===== src/rtl/iter_shift_if.sv =====
// Handshake bundle for iter_shift_unit: operand/op/amount in, result out.
// Flag signals exist only when SHIFT_FLAGS_EN is defined.
interface iter_shift_if #(
  parameter int WIDTH = 16,
  parameter int AMT_W = $clog2(WIDTH)
);
  logic             in_valid;
  logic             in_ready;
  logic [WIDTH-1:0] in_data;
  logic [1:0]       op;
  logic [AMT_W-1:0] amt;
  logic             out_valid;
  logic             out_ready;
  logic [WIDTH-1:0] out_data;
`ifdef SHIFT_FLAGS_EN
  logic             out_carry;
  logic             out_zero;
`endif

  modport master (
    output in_valid, in_data, op, amt, out_ready,
    input  in_ready, out_valid, out_data
`ifdef SHIFT_FLAGS_EN
    , input out_carry, out_zero
`endif
  );

  modport slave (
    input  in_valid, in_data, op, amt, out_ready,
    output in_ready, out_valid, out_data
`ifdef SHIFT_FLAGS_EN
    , output out_carry, out_zero
`endif
  );
endinterface


===== src/rtl/iter_shift_unit.sv =====
// Multi-cycle shift/rotate unit, up to STEP bits per clock, valid/ready in and out.
// Optional carry/zero flags are built when the macro SHIFT_FLAGS_EN is defined.
module iter_shift_unit #(
  parameter int WIDTH = 16,
  parameter int STEP  = 1,
  localparam int AMT_W = $clog2(WIDTH)
) (
  input logic        clk,
  input logic        reset,
  iter_shift_if.slave bus
);
  typedef enum logic [1:0] {
    ST_IDLE  = 2'd0,
    ST_SHIFT = 2'd1,
    ST_DONE  = 2'd2
  } state_t;

  localparam logic [AMT_W-1:0] STEP_A = AMT_W'(STEP);

  state_t           state_r, state_next_s;
  logic [WIDTH-1:0] data_r;
  logic [1:0]       op_r;
  logic [AMT_W-1:0] rem_r;
  logic [AMT_W-1:0] step_s;
  logic [WIDTH-1:0] shift_val_s;
  logic             in_ready_s, out_valid_s;

  // One step of s bits; s is never 0 while shifting.
  function automatic logic [WIDTH-1:0] shift_by(input logic [WIDTH-1:0] d,
                                                input logic [1:0] o,
                                                input logic [AMT_W-1:0] s);
    logic [WIDTH-1:0] r;
    logic [AMT_W:0]   inv;
    inv = (AMT_W+1)'(WIDTH) - {1'b0, s};
    case (o)
      2'b00:   r = (d >> s) | (d << inv);
      2'b01:   r = d << s;
      2'b10:   r = d >> s;
      2'b11:   r = $unsigned($signed(d) >>> s);
      default: r = d;
    endcase
    return r;
  endfunction

  assign step_s      = (rem_r > STEP_A) ? STEP_A : rem_r;
  assign shift_val_s = shift_by(data_r, op_r, step_s);

  // State register
  always_ff @(posedge clk) begin
    if (reset) begin
      state_r <= ST_IDLE;
    end else begin
      state_r <= state_next_s;
    end
  end

  // Next-state decode
  always_comb begin
    state_next_s = state_r;
    case (state_r)
      ST_IDLE: begin
        if (bus.in_valid) begin
          state_next_s = (bus.amt == {AMT_W{1'b0}}) ? ST_DONE : ST_SHIFT;
        end else begin
          state_next_s = ST_IDLE;
        end
      end
      ST_SHIFT: begin
        if (rem_r == step_s) begin
          state_next_s = ST_DONE;
        end else begin
          state_next_s = ST_SHIFT;
        end
      end
      ST_DONE: begin
        if (bus.out_ready) begin
          state_next_s = ST_IDLE;
        end else begin
          state_next_s = ST_DONE;
        end
      end
      default: state_next_s = ST_IDLE;
    endcase
  end

  // Handshake outputs decoded from state
  always_comb begin
    in_ready_s  = 1'b0;
    out_valid_s = 1'b0;
    case (state_r)
      ST_IDLE:  in_ready_s  = 1'b1;
      ST_DONE:  out_valid_s = 1'b1;
      default: begin
        in_ready_s  = 1'b0;
        out_valid_s = 1'b0;
      end
    endcase
  end

  // Operand/result register and remaining-count
  always_ff @(posedge clk) begin
    if (reset) begin
      data_r <= {WIDTH{1'b0}};
      op_r   <= 2'b00;
      rem_r  <= {AMT_W{1'b0}};
    end else begin
      case (state_r)
        ST_IDLE: begin
          if (bus.in_valid) begin
            data_r <= bus.in_data;
            op_r   <= bus.op;
            rem_r  <= bus.amt;
          end
        end
        ST_SHIFT: begin
          data_r <= shift_val_s;
          rem_r  <= rem_r - step_s;
        end
        default: begin
          data_r <= data_r;
        end
      endcase
    end
  end

  assign bus.in_ready  = in_ready_s;
  assign bus.out_valid = out_valid_s;
  assign bus.out_data  = data_r;

`ifdef SHIFT_FLAGS_EN
  logic carry_r, zero_r, carry_s;

  // Bit leaving the word this step; the last step's value is the final carry.
  // For ROR the bit leaving bit s-1 lands in the result MSB, so it shares the right-shift form.
  function automatic logic step_carry(input logic [WIDTH-1:0] d,
                                      input logic [1:0] o,
                                      input logic [AMT_W-1:0] s);
    logic [WIDTH-1:0] t;
    logic [AMT_W:0]   inv;
    inv = (AMT_W+1)'(WIDTH) - {1'b0, s};
    case (o)
      2'b01:   t = d >> inv;
      default: t = d >> (s - AMT_W'(1));
    endcase
    return t[0];
  endfunction

  assign carry_s = step_carry(data_r, op_r, step_s);

  // Flags registered alongside the data
  always_ff @(posedge clk) begin
    if (reset) begin
      carry_r <= 1'b0;
      zero_r  <= 1'b1;
    end else begin
      case (state_r)
        ST_IDLE: begin
          if (bus.in_valid) begin
            carry_r <= 1'b0;
            zero_r  <= (bus.in_data == {WIDTH{1'b0}});
          end
        end
        ST_SHIFT: begin
          carry_r <= carry_s;
          zero_r  <= (shift_val_s == {WIDTH{1'b0}});
        end
        default: begin
          carry_r <= carry_r;
        end
      endcase
    end
  end

  assign bus.out_carry = carry_r;
  assign bus.out_zero  = zero_r;
`endif
endmodule

===== src/flat_wrapper.sv =====
// flat-port wrapper written by rule: the top's interface ports become plain ports
module iter_shift_unit_flat 
#(
  parameter int WIDTH = 16,
  parameter int STEP  = 1,
  localparam int AMT_W = $clog2(WIDTH)
)
  (clk, reset, bus_in_valid, bus_in_data, bus_op, bus_amt, bus_out_ready, bus_in_ready, bus_out_valid, bus_out_data);
  iter_shift_if #(.WIDTH(WIDTH)) bus_i ();
  input logic clk;
  input logic reset;
  input wire logic [$bits(bus_i.in_valid)-1:0] bus_in_valid;
  input wire logic [$bits(bus_i.in_data)-1:0] bus_in_data;
  input wire logic [$bits(bus_i.op)-1:0] bus_op;
  input wire logic [$bits(bus_i.amt)-1:0] bus_amt;
  input wire logic [$bits(bus_i.out_ready)-1:0] bus_out_ready;
  output wire logic [$bits(bus_i.in_ready)-1:0] bus_in_ready;
  output wire logic [$bits(bus_i.out_valid)-1:0] bus_out_valid;
  output wire logic [$bits(bus_i.out_data)-1:0] bus_out_data;
  assign bus_i.in_valid = bus_in_valid;
  assign bus_i.in_data = bus_in_data;
  assign bus_i.op = bus_op;
  assign bus_i.amt = bus_amt;
  assign bus_i.out_ready = bus_out_ready;
  assign bus_in_ready = bus_i.in_ready;
  assign bus_out_valid = bus_i.out_valid;
  assign bus_out_data = bus_i.out_data;
  iter_shift_unit #(.WIDTH(WIDTH), .STEP(STEP)) u_core (.clk(clk), .reset(reset), .bus(bus_i));
endmodule

===== config.mk =====
export PLATFORM = sky130hd
export DESIGN_NAME = iter_shift_unit_flat
export DESIGN_NICKNAME = d
export VERILOG_FILES = /design/src/rtl/iter_shift_if.sv /design/src/rtl/iter_shift_unit.sv /design/src/flat_wrapper.sv
export SDC_FILE = /design/constraint.sdc
export NUM_CORES = 1
export LEC_CHECK = 0
export ABC_AREA = 1
export ABC_CLOCK_PERIOD_IN_PS = 1900
export CAP_MARGIN = 25
export CORE_MARGIN = 4
export CORE_UTILIZATION = 45
export CTS_CLUSTER_DIAMETER = 60
export DETAILED_ROUTE_END_ITERATION = 7
export PLACE_DENSITY = 0.84
export SETUP_SLACK_MARGIN = 0.05
export SYNTH_ARGS = -nofsm -noshare
export SYNTH_HDL_FRONTEND = slang
export SYNTH_SLANG_ARGS = --single-unit

===== constraint.sdc =====
create_clock -name clk -period 1.9 [get_ports clk]
set_clock_uncertainty 0.2 [all_clocks]
set_input_delay 0.38 -clock clk [delete_from_list [all_inputs] [get_ports clk]]
set_output_delay 0.38 -clock clk [all_outputs]
set_load 0.005 [all_outputs]

==> results.txt, run 1 <==
----------------------------------------------------
[Status]
  Result of the run ... finished, final reports clean

[Power]
  Static leakage power ... 1.09 nW
  Power per cell area ... 1030 nW/um^2
  Overall power of the completed layout ... 0.00264 W
  Highest ir drop seen on vdd ... 576 uV

[Placed design]
  HPWL reported at the end of detailed placement ... 4.12 mm
  Port-buffer cells ... 43
  Last weighted congestion value of the routability-driven placer ... 1.02
  Minimum setup slack after placement ... 33.8 ps

[Cells and area]
  Area delta synth->final ... 39.9%
  Top library cells by usage in the layout, fill and taps aside ... 72 x nand2_1, 41 x clkdlybuf4s50_1, 28 x inv_1
  Ratio of cells with drive above 1 in the final layout ... 0.214
  # fillers ... 316
  Final #Nets ... 380
  Area taken by multi-input logic gates ... 1240 sq um
  Leading cell type in the layout, fill and taps excluded ... nand2_1
  Register Area ... 495 sq um
  Ant diodes ... 0

[Critical path]
  Sequence of cells on the critical path ... nor2_4 -> nand2_4 -> inv_4 -> ha_4 -> nor2_4 -> buf_4 -> o22ai_1 -> nand3_1 -> a31oi_1
  Delay of the slowest cell on the worst path ... 370 ps
  Most frequent CP cell ... nor2_4
  Cell with the largest stage delay on the worst path ... dfxtp_4
  Critical path start-end classification ... register to register
  Crit path buf inv count ... 2
  Required arrival time at the worst endpoint ... 1890 ps
  Category of the worst setup path capture point ... register
  Critical path launch point type ... register
  Crit-path max FO ... 7
  Arrival time worst endpoint ... 1860 ps
  Dominant delay contributor by cell family on the critical path ... flip-flops

[Synthesis]
  Fraction of post-synthesis cell area in the top cell type by area ... 0.263
  Number of flip-flops and latches in the synthesized netlist ... 24
  Top cells by area, synth ... dfxtp_1 26%, nand2_1 16%, o21ai_0 8.2%
  Post-synth top flop ... dfxtp_1
  Number of distinct library cells after synthesis ... 36
  Async SR Flop Fraction ... 0
  Number of flops mapped to enable cells by yosys ... 0
  Cell area after synthesis ... 1830 sq um
  Nets in the synthesized netlist ... 328
  Number of cells produced by synthesis ... 299
  Yosys Warn Count ... 0
  Proportion of synthesized chip area in sequential cells ... 0.263
  Most area-hungry cell type in the Yosys netlist ... dfxtp_1
  Post-Synthesis Mean Instance Area ... 6.11 sq um

[Clock tree]
  CTS Buf Count ... 3
  H-Tree Depth ... 1
  Register clock-pin slew on the reported worst setup and hold paths ... 90 ps
  Clock tree root driver cell ... clkbuf_8
  Worst skew pair latency ... 270 ps
  CTS tree ... done
  Clock Path Buffers ... 2
  # hold bufs at CTS ... 0
  Count of clock tree sinks ... 24

[Global route]
  GRT Residual Overflow ... 0
  Overall global routing resource usage ... 0.222
  Number of global-route vias before repair ... 2067
  Initial antenna violation count ... 0
  Largest net degree at the start of global routing ... 22
  Wire length of the first global-routing pass ... 9.43 mm

[Die]
  Core area ... 3800 sq um
  Area enclosed by the die boundary ... 5150 sq um
  Number of top-level design ports ... 44
  Effective utilization at floorplan ... 0.481
  Width of the die ... 71.7 microns
  Die Y-Extent ... 71.7 microns
  Number of placement rows ... 22

[Timing]
  Pins Over Slew Limit ... 0
  Final worst-path cycle share ... 0.985
  Number of endpoints failing setup at the final stage ... 0
  Least setup slack across all paths after layout ... 28.7 ps
  Count of endpoints failing hold in the final timing report ... 0
  Hold slack ... 297 ps
  Timing-limited maximum frequency ... 0.534 GHz
  RSZ-0062 raised after global routing ... true
  Time the worst path needs with I/O delays and setup ... 1870 ps

[Route]
  First drt pass iteration count ... 6
  Number of nets still failing antenna checks after routing ... 0
  Number of vias in the routed layout ... 2354
  Final routed wirelength across all metal layers ... 6.12 mm
  Vias per cell ... 5.91
  Routed length per placed instance ... 15.4 microns
  Count of routing violations after the opening detailed-route iteration ... 408
  Post-detailed-route DRC marker count ... 0

[Flow run]
  Max capacitance violation total ... 0

[Hold path]
  Hold Crit Class ... register to register

----------------------------------------------------
-- synth_stat cells, types with 2 or more instances --
library cell	count
nor2_4	3
a31oi_1	4
dfxtp_1	24
o22ai_1	4
clkbuf_1	6
nor3_1	3
inv_1	29
o221ai_1	4
a21oi_2	2
buf_2	3
o21ai_2	2
o21ai_0	30
nand2_1	80
o21ai_1	5
a211oi_1	2
a21oi_1	28
nand3_1	23
ha_1	3
nor2_2	3
buf_4	3
inv_2	5
nor2_1	17
nand2_2	3
-- repair_timing --
item                       4_1_cts  5_1_grt
setup endpoints to repair        7       19
resized for setup                5       40
pin swaps                        1       11
buffers inserted                 0        4
-- registers in the layout, indices dropped and copies added (netlist names) --
register / flops
u_core.op_r: 2
u_core.bus.out_data: 16
u_core.rem_r: 4
u_core.state_r: 2
-- metrics by stage --
stage | std cells | utilization | area (sq um) | setup TNS [ps]
final | 398 | 0.673 | 2560 | 0
after global placement | 390 | 0.622 | 2360 | 0
after CTS | 394 | 0.637 | 2420 | 0
after floorplan | 299 | - | 1850 | 0
after detailed placement | 390 | 0.622 | 2360 | 0
after global routing | 398 | 0.673 | 2560 | -52.5
-- cell families after synthesis --
group | share of synthesized area
buffers and inverters | 0.111
and+or+nand+nor | 0.326
DFF | 0.263
AOI/OAI and AO/OA | 0.278
adders and majority gates | 0.0205
other | 0.00205
-- metal layers --
metal  global-route usage  vias up  routed length (microns)
met1                0.304     1052                     2480
li1                     -     1105                        -
met5                    0        -                        0
met3               0.0238       22                      580
met4               0.0877        0                      204
met2                0.354      175                     2860
-- worst register-to-register path, delay by kind of cell, from the launching register on --
kind	cells	cell delay, ps
AOI/OAI and AO/OA	2	370
adders and majority gates	1	330
buffers and inverters	2	180
DFF	1	370
and+or+nand+nor	4	340
-- area by class of cell --
type,count,area share
inverter,34,0.0519
tap,48,0.0235
multi-input combinational,227,0.486
timing repair buffer,61,0.223
sequential,24,0.194
clock buffer,4,0.0215
-- power by group --
group | switching, W | internal (W) | leakage, nW
sequential | 0.0000844 | 0.000590 | 0.202
combinational | 0.000948 | 0.000653 | 0.856
clock | 0.000176 | 0.000185 | 0.0288
-- final timing paths --
kind | cells after the start | start | endpoint | slack, ps
hold / removal | 2 | u_core.bus.out_data[13]$_SDFFE_PP0P_ | u_core.bus.out_data[13]$_SDFFE_PP0P_ | 300
hold reg to reg | 2 | u_core.bus.out_data[13]$_SDFFE_PP0P_ | u_core.bus.out_data[13]$_SDFFE_PP0P_ | 300
setup / recovery | 9 | u_core.rem_r[0]$_SDFFE_PP0P_ | u_core.bus.out_data[14]$_SDFFE_PP0P_ | 30
setup reg to reg | 9 | u_core.rem_r[0]$_SDFFE_PP0P_ | u_core.bus.out_data[14]$_SDFFE_PP0P_ | 30
No activity file was read; power rests on OpenSTA's default activity.
==> inputs of run 2 (changes only) <==
CAP_MARGIN = unset   (was 25)
CELL_PAD_IN_SITES_DETAIL_PLACEMENT = 2   (was unset)
CELL_PAD_IN_SITES_GLOBAL_PLACEMENT = 2   (was unset)
CORE_UTILIZATION = 23   (was 45)
==> results.txt, run 2 (synthesis gave the netlist of run 1 again) <==
----------------------------------------------------
[Status]
  Result of the run ... finished, final reports clean

[Cells and area]
  Utilization after layout ... 0.356 (-0.317)
  Area taken by multi-input logic gates ... 1290 sq um (+3.8%)
  Leading cell type in the layout, fill and taps excluded ... nand2_1
  Top library cells by usage in the layout, fill and taps aside ... 73 x nand2_1, 41 x clkdlybuf4s50_1, 27 x inv_1
  Ant diodes ... 0 (unchanged)
  Final #Nets ... 388 (+2.1%)
  Fin cells ... 459 (+15%)
  Max reg flops ... 16 (unchanged)
  # fillers ... 902 (+190%)
  Area delta synth->final ... 50.7%
  Register Area ... 499 sq um (+0.76%)
  Ratio of cells with drive above 1 in the final layout ... 0.258 (+0.0434)

[Timing]
  Least setup slack across all paths after layout ... 17.5 ps (-11.2 ps)
  Timing-limited maximum frequency ... 0.531 GHz (-0.59%)
  Pins Over Slew Limit ... 0 (unchanged)
  RSZ-0062 raised after global routing ... true
  Time the worst path needs with I/O delays and setup ... 1880 ps (+11.2 ps)
  Number of endpoints failing setup at the final stage ... 0 (unchanged)
  Count of endpoints failing hold in the final timing report ... 0 (unchanged)
  Final worst-path cycle share ... 0.991 (+0.00589)

[Die]
  Width of the die ... 97.2 microns (+35%)
  Effective utilization at floorplan ... 0.237 (-0.245)
  Area enclosed by the die boundary ... 9440 sq um (+83%)
  Die Y-Extent ... 97.2 microns (+35%)
  Number of placement rows ... 32 (+45%)
  Core area ... 7730 sq um (+100%)
  Number of top-level design ports ... 44 (unchanged)

[Critical path]
  Critical path start-end classification ... register to register
  Worst R2R Setup Slack ... 20 ps (about the same)
  Critical path launch point type ... register
  Arrival time worst endpoint ... 1850 ps (about the same)
  Crit-path max FO ... 24 (+17)
  Required arrival time at the worst endpoint ... 1860 ps (-30 ps)
  Category of the worst setup path capture point ... register

[Clock tree]
  Clock tree root driver cell ... clkbuf_8
  H-Tree Depth ... 1 (unchanged)
  Count of clock tree sinks ... 24 (unchanged)
  Register clock-pin slew on the reported worst setup and hold paths ... 100 ps (about the same)
  Worst skew pair latency ... 270 ps (about the same)
  Clock Path Buffers ... 2 (unchanged)
  CTS Buf Count ... 3 (unchanged)
  CTS tree ... done

[Route]
  First drt pass iteration count ... 4 (-2)
  Number of nets still failing antenna checks after routing ... 0 (unchanged)
  Post-detailed-route DRC marker count ... 0 (unchanged)
  Final routed wirelength across all metal layers ... 8.53 mm (+39%)
  Number of vias in the routed layout ... 2341 (-0.55%)
  Vias per cell ... 5.10 (-14%)
  Count of routing violations after the opening detailed-route iteration ... 100 (-75%)
  Routed length per placed instance ... 18.6 microns (+21%)

[Global route]
  Overall global routing resource usage ... 0.167 (-0.0544)
  Initial antenna violation count ... 0 (unchanged)
  Wire length of the first global-routing pass ... 13.0 mm (+37%)
  GRT Residual Overflow ... 0 (unchanged)
  Largest net degree at the start of global routing ... 25 (+14%)
  Number of global-route vias before repair ... 2524 (+22%)

[Power]
  Static leakage power ... 1.13 nW (+3.7%)
  Highest ir drop seen on vdd ... 383 uV (-34%)
  Power per cell area ... 1040 nW/um^2 (+1.2%)
  Overall power of the completed layout ... 0.00287 W (+9.0%)

[Placed design]
  Count of placed standard cells including taps ... 450 (+15%)
  HPWL reported at the end of detailed placement ... 6.06 mm (+47%)
  Minimum setup slack after placement ... -81.4 ps (-115 ps)
  Port-buffer cells ... 43 (unchanged)
  Last weighted congestion value of the routability-driven placer ... 0.873 (-15%)

[Hold path]
  Hold Crit Class ... register to register

[Flow run]
  Max capacitance violation total ... 0 (unchanged)

----------------------------------------------------
==> run 2: cell types whose count changed in the layout (fill, tap and decap cells not counted), sizes merged <==
cell          before  now
buf               18   26
clkbuf             4    3
dlygate4sd2        1    2
dlymetal6s2s       1    0
==> run 2: where the power goes <==
group | internal, W | total, W | switching, W
Sequential | 0.000593 | 0.000685 | 0.0000926
Combinational | 0.000758 | 0.00186 | 0.00110
Clock | 0.000143 | 0.000329 | 0.000187
==> run 2: worst paths after layout <==
path | from | end | depth (start not counted)
max reg2reg | u_core.rem_r[0]$_SDFFE_PP0P_ | u_core.bus.out_data[10]$_SDFFE_PP0P_ | 11
min reg2reg | u_core.bus.out_data[13]$_SDFFE_PP0P_ | u_core.bus.out_data[13]$_SDFFE_PP0P_ | 2
max | u_core.rem_r[0]$_SDFFE_PP0P_ | u_core.bus.out_data[10]$_SDFFE_PP0P_ | 11
min | u_core.bus.out_data[13]$_SDFFE_PP0P_ | u_core.bus.out_data[13]$_SDFFE_PP0P_ | 2
==> run 2: critical path, stage by stage (launching register included) <==
cell and delay, ps:
dfxtp_4 380, nor2_4 50, nand2_4 70, buf_6 250
buf_4 170, nand2_1 70, nand2_1 150, nand2_1 80
nand3_1 90, nand2_1 60, a21oi_1 130, nor2_1 50
==> run 2: through the flow <==
step	setup TNS (ps)	hold slack (ps)	area [sq um]
floorplan	0	274	1850
global placement	-26.9	274	2500
detailed placement	-231	283	2500
CTS	0	299	2590
global route	-754	324	2750
finish	0	290	2750
==> run 2: area by class of cell <==
cell class,instances,area share
Tap cell,102,0.0463
Inverter,34,0.0491
Sequential cell,24,0.181
Timing Repair Buffer,69,0.239
Multi-Input combinational cell,227,0.469
Clock buffer,3,0.0150
==> run 2: metal layers <==
| metal | vias to the layer above | share of wire | GRT usage |
|---|---|---|---|
| met5 | - | 0 | 0 |
| met4 | 0 | 0.012 | 0.0259 |
| met3 | 8 | 0.024 | 0.0165 |
| met2 | 52 | 0.52 | 0.296 |
| met1 | 1160 | 0.45 | 0.224 |
| li1 | 1121 | - | - |
==> run 2: timing repair <==
action / in CTS / in global routing
setup buffers: 2 / 4
resized for setup: 21 / 41
hold endpoints to repair: 0 / 0
endpoints found under the setup margin: 15 / 19
pin swaps: 4 / 14
hold buffers: 0 / 0
==> inputs of run 3 (changes only) <==
ABC_AREA = 0   (was 1)
CORE_UTILIZATION = 25   (was 23)
PLACE_DENSITY = 0.85   (was 0.84)
==> results.txt, run 3 <==
----------------------------------------------------
[Die]
  Die Y-Extent ... 89.4 microns (-7.9%)
  Number of top-level design ports ... 44 (unchanged)
  Width of the die ... 89.4 microns (-7.9%)
  Effective utilization at floorplan ... 0.260 (+0.0230)
  Number of placement rows ... 29 (-9.4%)
  Area enclosed by the die boundary ... 8000 sq um (-15%)
  Core area ... 6390 sq um (-17%)

[Power]
  Clock network power share ... 0.138 (+0.023)
  Switching share of total power ... 0.410 (-0.0705)
  Int Power ... 0.00168 W (+12%)
  Power per cell area ... 987 nW/um^2 (-5.4%)
  Comb power frac ... 0.606 (-0.041)
  Sequential share of power ... 0.256 (+0.017)
  Static leakage power ... 1.12 nW (-0.83%)
  Switching power ... 0.00116 W (-16%)
  Highest ir drop seen on vdd ... 430 uV (+12%)

[Clock tree]
  CTS Buf Count ... 3 (unchanged)
  H-Tree Depth ... 1 (unchanged)
  Count of clock tree sinks ... 24 (unchanged)
  CTS tree ... done
  Clock tree root driver cell ... clkbuf_8
  Clock Path Buffers ... 2 (unchanged)
  Worst skew pair latency ... 280 ps (about the same)
  Register clock-pin slew on the reported worst setup and hold paths ... 110 ps (about the same)
  # hold bufs at CTS ... 0 (unchanged)

[Route]
  First drt pass iteration count ... 4 (unchanged)
  Final routed wirelength across all metal layers ... 9.31 mm (+9.1%)
  Routed length per placed instance ... 25.4 microns (+37%)
  Vias per cell ... 5.84 (+14%)
  Number of vias in the routed layout ... 2137 (-8.7%)
  Count of routing violations after the opening detailed-route iteration ... 168 (+68%)
  Post-detailed-route DRC marker count ... 0 (unchanged)
  Number of nets still failing antenna checks after routing ... 0 (unchanged)

[Critical path]
  Cell with the largest stage delay on the worst path ... or4_4
  Critical path launch point type ... register
  Critical path start-end classification ... register to register
  Delay of the slowest cell on the worst path ... 570 ps (+190 ps)
  Category of the worst setup path capture point ... register
  Launch point of the worst reg-to-reg path ... u_core.rem_r[2]$_SDFFE_PP0P_
  Sequence of cells on the critical path ... or4_4 -> clkinv_4 -> ha_4 -> buf_12 -> nor4_4 -> buf_4 -> a211o_1 -> o21ai_2 -> a31oi_1
  Crit-path max FO ... 7 (-71%)
  Launching instance or port of the critical path ... u_core.rem_r[2]$_SDFFE_PP0P_
  Required arrival time at the worst endpoint ... 1910 ps (+50 ps)
  Arrival time worst endpoint ... 2510 ps (+660 ps)

[Synthesis]
  Number of distinct library cells after synthesis ... 44 (+22%)
  Proportion of synthesized chip area in sequential cells ... 0.290 (+0.0270)
  Cell area after synthesis ... 1660 sq um (-9.3%)
  Number of flip-flops and latches in the synthesized netlist ... 24 (unchanged)
  Number of cells produced by synthesis ... 209 (-30%)
  Nets in the synthesized netlist ... 238 (-27%)
  Most area-hungry cell type in the Yosys netlist ... dfxtp_1
  Post-Synthesis Mean Instance Area ... 7.93 sq um (+30%)
  Post-synth top flop ... dfxtp_1
  Top cells by area, synth ... dfxtp_1 29%, a211oi_1 6.3%, mux2_2 6.1%
  Async SR Flop Fraction ... 0 (unchanged)
  Yosys Warn Count ... 0 (unchanged)
  Number of flops mapped to enable cells by yosys ... 0 (unchanged)
  Top-count cell post-synth ... nand2_1
  Fraction of post-synthesis cell area in the top cell type by area ... 0.290 (+0.0270)
  Cell types with the highest counts after synthesis ... 25 x nand2_1, 24 x dfxtp_1, 17 x nor2_1

[Timing]
  Hold slack ... 333 ps (+42.7 ps)
  Slew at the pin closest to its max-slew limit ... 536 ps
  Timing-limited maximum frequency ... 0.399 GHz (-25%)
  Pins Over Slew Limit ... 0 (unchanged)
  Worst slew margin relative to its limit ... 0.641
  Final worst-path cycle share ... 1.32 (+0.328)
  Number of endpoints failing setup at the final stage ... 16 (+16)
  Least setup slack across all paths after layout ... -606 ps (-623 ps)
  RSZ-0062 raised after global routing ... true
  Count of endpoints failing hold in the final timing report ... 0 (unchanged)
  Time the worst path needs with I/O delays and setup ... 2510 ps (+623 ps)

[Hold path]
  Startpoint of the most critical hold path ... u_core.op_r[1]$_SDFFE_PP0P_
  Hold Crit Class ... register to register

[Flow run]
  Max capacitance violation total ... 0 (unchanged)

[Global route]
  Grt met2 use ... 0.429 (+0.134)
  GR Util met1 ... 0.280 (+0.0563)
  Routing usage on met3 ... 0.0332 (+0.0167)
  Largest net degree at the start of global routing ... 16 (-36%)
  Wire length of the first global-routing pass ... 13.9 mm (+7.6%)
  GRT Residual Overflow ... 0 (unchanged)
  Most congested layer reported by global routing ... met2
  Initial antenna violation count ... 0 (unchanged)
  Overall global routing resource usage ... 0.236 (+0.0687)
  Number of global-route vias before repair ... 2371 (-6.1%)

[Cells and area]
  Leading cell type in the layout, fill and taps excluded ... buf_4
  Ant diodes ... 0 (unchanged)
  Top library cells by usage in the layout, fill and taps aside ... 46 x buf_4, 41 x clkdlybuf4s50_1, 25 x nand2_1
  Fin cells ... 366 (-20%)
  Ratio of cells with drive above 1 in the final layout ... 0.426 (+0.168)
  Final #Nets ... 319 (-18%)
  Max reg flops ... 16 (unchanged)
  Area delta synth->final ... 73.7%

[Placed design]
  Port-buffer cells ... 43 (unchanged)
  HPWL reported at the end of detailed placement ... 5.88 mm (-3.0%)
  Count of placed standard cells including taps ... 352 (-22%)
  Last weighted congestion value of the routability-driven placer ... 0.862 (-1.2%)

[Status]
  Result of the run ... complete, but fails checks
  Violated checks ... negative setup slack

----------------------------------------------------
[run 3: cell types whose count changed after synthesis, moves of 9 or more]
cell	previous run	this run
a211oi_1	2	14
a21oi_1	28	13
inv_1	29	2
mux2_2	0	9
nand2_1	80	25
nand3_1	23	4
o21ai_0	30	4
[run 3: power groups by stage]
stage	logic (W)	clock network (W)	registers (W)
6_report	0.00172	0.000391	0.000727
3_3_place_gp	0.00129	0	0.000698
4_1_cts	0.00154	0.000390	0.000712
3_5_place_dp	0.00136	0	0.000707
2_1_floorplan	0.000732	0	0.000692
5_1_grt	0.00182	0.000419	0.000734
[run 3: path summary, 6_finish.rpt]
check / end / slack [ps] / cells after the start
max reg2reg: u_core.bus.out_data[5]$_SDFFE_PP0P_ / -610 / 9
min: u_core.op_r[1]$_SDFFE_PP0P_ / 330 / 2
min reg2reg: u_core.op_r[1]$_SDFFE_PP0P_ / 330 / 2
max: u_core.bus.out_data[5]$_SDFFE_PP0P_ / -610 / 9
[run 3: what timing repair did]
item / 4_1_cts / 5_1_grt
buffers inserted: 3 / 8
pin swaps: 9 / 15
cloned: 1 / 0
setup endpoints to repair: 28 / 30
gates resized for setup: 32 / 24
[run 3: final cells by class]
cell class	count	area, sq um
flip-flops and latches	24	515
multi-input cells	163	1300
repair buffers	95	897
inverters	3	16.3
fillers	715	3510
well taps	77	96.3
clock buffers	4	55.1
[run 3: cell families after synthesis]
group | Yosys count | share of synthesized area
flip-flops | 24 | 0.290
adder cells (fa/ha/maj) | 3 | 0.0226
AO/OA/AOI/OAI | 72 | 0.315
other | 1 | 0.00226
AND/OR/NAND/NOR | 71 | 0.207
multiplexers | 16 | 0.106
buffers and inverters | 22 | 0.0574
[run 3: stage by stage]
stage / setup TNS (ps) / setup WS (ps) / cell area (sq um) / total power [W] / util
3_5_place_dp: -7500 / -466 / 2530 / 0.00207 / 0.397
4_1_cts: -5270 / -490 / 2730 / 0.00264 / 0.428
3_3_place_gp: -5540 / -361 / 2530 / 0.00198 / 0.397
6_report: -6430 / -606 / 2880 / 0.00284 / 0.451
2_1_floorplan: -94.8 / -76.0 / 1750 / 0.00142 / -
5_1_grt: -7110 / -631 / 2880 / 0.00297 / 0.451
[run 3: layer usage]
layer	vias to the layer above	part of all wire
li1	955	-
met1	1098	0.41
met2	66	0.53
met3	18	0.034
met4	0	0.025
met5	-	0
[run 3: worst max-delay path: cells and delay by family, from the launching register on]
kind / cells / cell delay [ps]
simple gates: 2 / 880
fa+ha+maj: 1 / 230
flops: 1 / 340
compound gates: 3 / 370
buf+inv: 3 / 420
==> edit: new RTL, settings of run 1 <==
The 3 states of `state_t` get a one-hot encoding in 3 bits.
--- a/src/rtl/iter_shift_unit.sv
+++ b/src/rtl/iter_shift_unit.sv
@@ -10,8 +10,8 @@
   iter_shift_if.slave bus
 );
-  typedef enum logic [1:0] {
-    ST_IDLE  = 2'd0,
-    ST_SHIFT = 2'd1,
-    ST_DONE  = 2'd2
+  typedef enum logic [2:0] {
+    ST_IDLE  = 3'b001,
+    ST_SHIFT = 3'b010,
+    ST_DONE  = 3'b100
   } state_t;
 
Formal check against the unedited RTL: no difference found for any inputs over 10 cycles, from zero or initial values and one cycle with reset high; not proved beyond that.
==> edit against run 1 <==
- the flow now finishes with violations (negative setup slack)
- core utilization is 1.6 points higher
- area after synthesis is 3.1% higher
- wire length is 9.2% higher
- final area is 8.6% higher
- total power is 8.3% lower
- maximum frequency is 3.0% lower
- sequential cell count is 1 higher
- worst setup slack worse by 0.058 ns
- critical path type unchanged
- largest cell class unchanged
- largest power group unchanged
==> edit: results (changes against run 1) <==
* Outcome: finished with violations
* Failing checks: negative setup slack
* CTS clk-pin slew, worst paths at 0.11 ns (+0.02 ns)
* Warnings, synthesis at 0 (unchanged)
* DP HPWL at 4.52 mm (+9.8%)
* HP Class: reg -> reg
* CTS Root Buffer Type: clkbuf_8
* Worst Setup SP: u_core.rem_r[2]
* Placed Area at 0.00250 mm2 (+5.6%)
* Proportion of layout cells with a drive suffix above 1 at 24.3% (+2.8 points)
* Inserted Clock Buffers at 3 (unchanged)
* Top Layer Used: met4
* Final wirelength at 6.68 mm (+9.2%)
* Leak at 1.19 nW (+9.6%)
* Met3 routed WL at 527 um (-9.1%)
* Ys flop type: dfxtp_1
* Met2 wire length at 3.19 mm (+12%)
* Fin worst setup slack at -0.0296 ns (-0.0583 ns)
* Largest register FFs at 16 (unchanged)
* Total track usage at 23.5% (+1.3 points)
* Final net count at 405 (+6.6%)
* Routability congestion estimate at 1.01 (-1.5%)
* Post-synth ARST share at 0% (unchanged)
* Number of library cell types mapped by synthesis at 38 (+5.6%)
* Net Count, Synth at 336 (+2.4%)
* Setup TNS at -0.0296 ns (-0.0296 ns)
* Peak supply drop at 0.000526 V (-8.7%)
* Vias in the first global route at 2145 (+3.8%)
* Sequential fraction of the synthesis area at 26.6% (+0.28 points)
* Max clock buf depth at 2 (unchanged)
* RR Startpoint: u_core.rem_r[2]
* Post-DR vias/cell at 5.76 (-2.5%)
* First-pass GRT wire length at 9.92 mm (+5.1%)
* DP Worst Slack at -0.105 ns (-0.139 ns)
* CP top delay family: simple AND/OR/NAND/NOR gates
* Top cells by count, synth: 82 x nand2_1, 34 x inv_1, 28 x a21oi_1, 26 x nand3_1, 25 x dfxtp_1
* First-pass DRT Iterations at 5 (-1)
* Met1 wire length at 2.81 mm (+14%)
* Worst path slowest cell: dfxtp_2
* Top post-synthesis cells by area: dfxtp_1 27%, nand2_1 16%, a21oi_1 7.4%, nand3_1 6.9%, inv_1 6.8%
* Worst-path maximum fanout at 6 (-1)
* Ant diodes at 0 (unchanged)
* Largest net degree at the start of global routing at 28 (+27%)
* First-iteration detailed-routing DRC count at 311 (-24%)
* Crit path largest cell delay at 0.36 ns
* Count of final setup violators at 1 (+1)
* Initial antenna violation count at 0 (unchanged)
* I/O Buffers at 43 (unchanged)
* Crit path DAT at 1.91 ns (+0.05 ns)
* Min-delay src: u_core.bus.out_data[13]
-- edit: cell count changes in the layout (fill, tap and decap cells not counted), sizes merged, moves of 2 or more --
| cell | change |
|---|---|
| a22oi | +3 |
| o22ai | -3 |
| a21oi | -2 |
| o221ai | -3 |
| a211oi | -2 |
| nand3 | +4 |
| a221oi | +2 |
| buf | +17 |
| o21ai | +3 |
| clkinvlp | +2 |
| o211ai | +2 |
-- edit: worst register-to-register path, cell delays in order (launching register included) --
cell,delay (ns)
dfxtp_2,0.36
nor2_4,0.15
nand2_4,0.09
inv_4,0.07
ha_4,0.24
buf_6,0.15
a21oi_2,0.15
o21ai_2,0.08
nand3_2,0.09
nand3_2,0.08
a21oi_2,0.13
nor2_1,0.05
-- edit: per-stage QoR --
stage | hold WS (ns) | std cells | power [mW]
floorplan | 0.272 | 307 | 1.39
global placement | 0.279 | 409 | 1.78
detailed placement | 0.284 | 409 | 1.79
CTS | 0.305 | 418 | 2.18
global route | 0.322 | 425 | 2.56
finish | 0.302 | 425 | 2.42
-- edit: metal layers --
layer / vias to the layer above / track usage (%)
met5: - / 0
met4: 0 / 7.17
met3: 20 / 2.75
met2: 126 / 38.4
met1: 1136 / 32.5
li1: 1168 / -
-- edit: area by class of cell --
type,count,area [um2]
fill,340,1250
tap,50,62.6
timing repair buffer,78,714
sequential,25,517
clock inverter,1,7.51
inverter,35,143
clock buffer,3,41.3
multi-input combinational,233,1290
-- edit: worst paths after layout --
check | endpoint | slack [ns] | cells past startpoint
min | u_core.bus.out_data[13] | 0.30 | 2
min reg2reg | u_core.bus.out_data[13] | 0.30 | 2
max | u_core.bus.out_data[14] | -0.03 | 11
max reg2reg | u_core.bus.out_data[14] | -0.03 | 11
-- edit: what timing repair did --
item                                    CTS  global route
hold buffers                              0             0
resized for setup                        17            33
endpoints found under the setup margin    7            15
pin swaps                                 2            16
setup buffers                             5             7
-- edit: logic make-up (layout without fill, tap and decap cells) --
| logic type | Yosys count | after routing | synth area share, % |
|---|---|---|---|
| and+or+nand+nor | 142 | 142 | 33.7 |
| DFF | 25 | 25 | 26.6 |
| buffers and inverters | 49 | 117 | 11.3 |
| other | 1 | 1 | 0.199 |
| adders and majority gates | 3 | 3 | 1.99 |
| AOI/OAI and AO/OA | 87 | 87 | 26.2 |
-- edit: power breakdown --
group          internal [mW]  total [mW]  leakage [nW]  switching, mW
Sequential             0.589       0.658         0.210         0.0684
Combinational          0.610        1.40         0.960          0.794
Clock                  0.149       0.355        0.0217          0.206
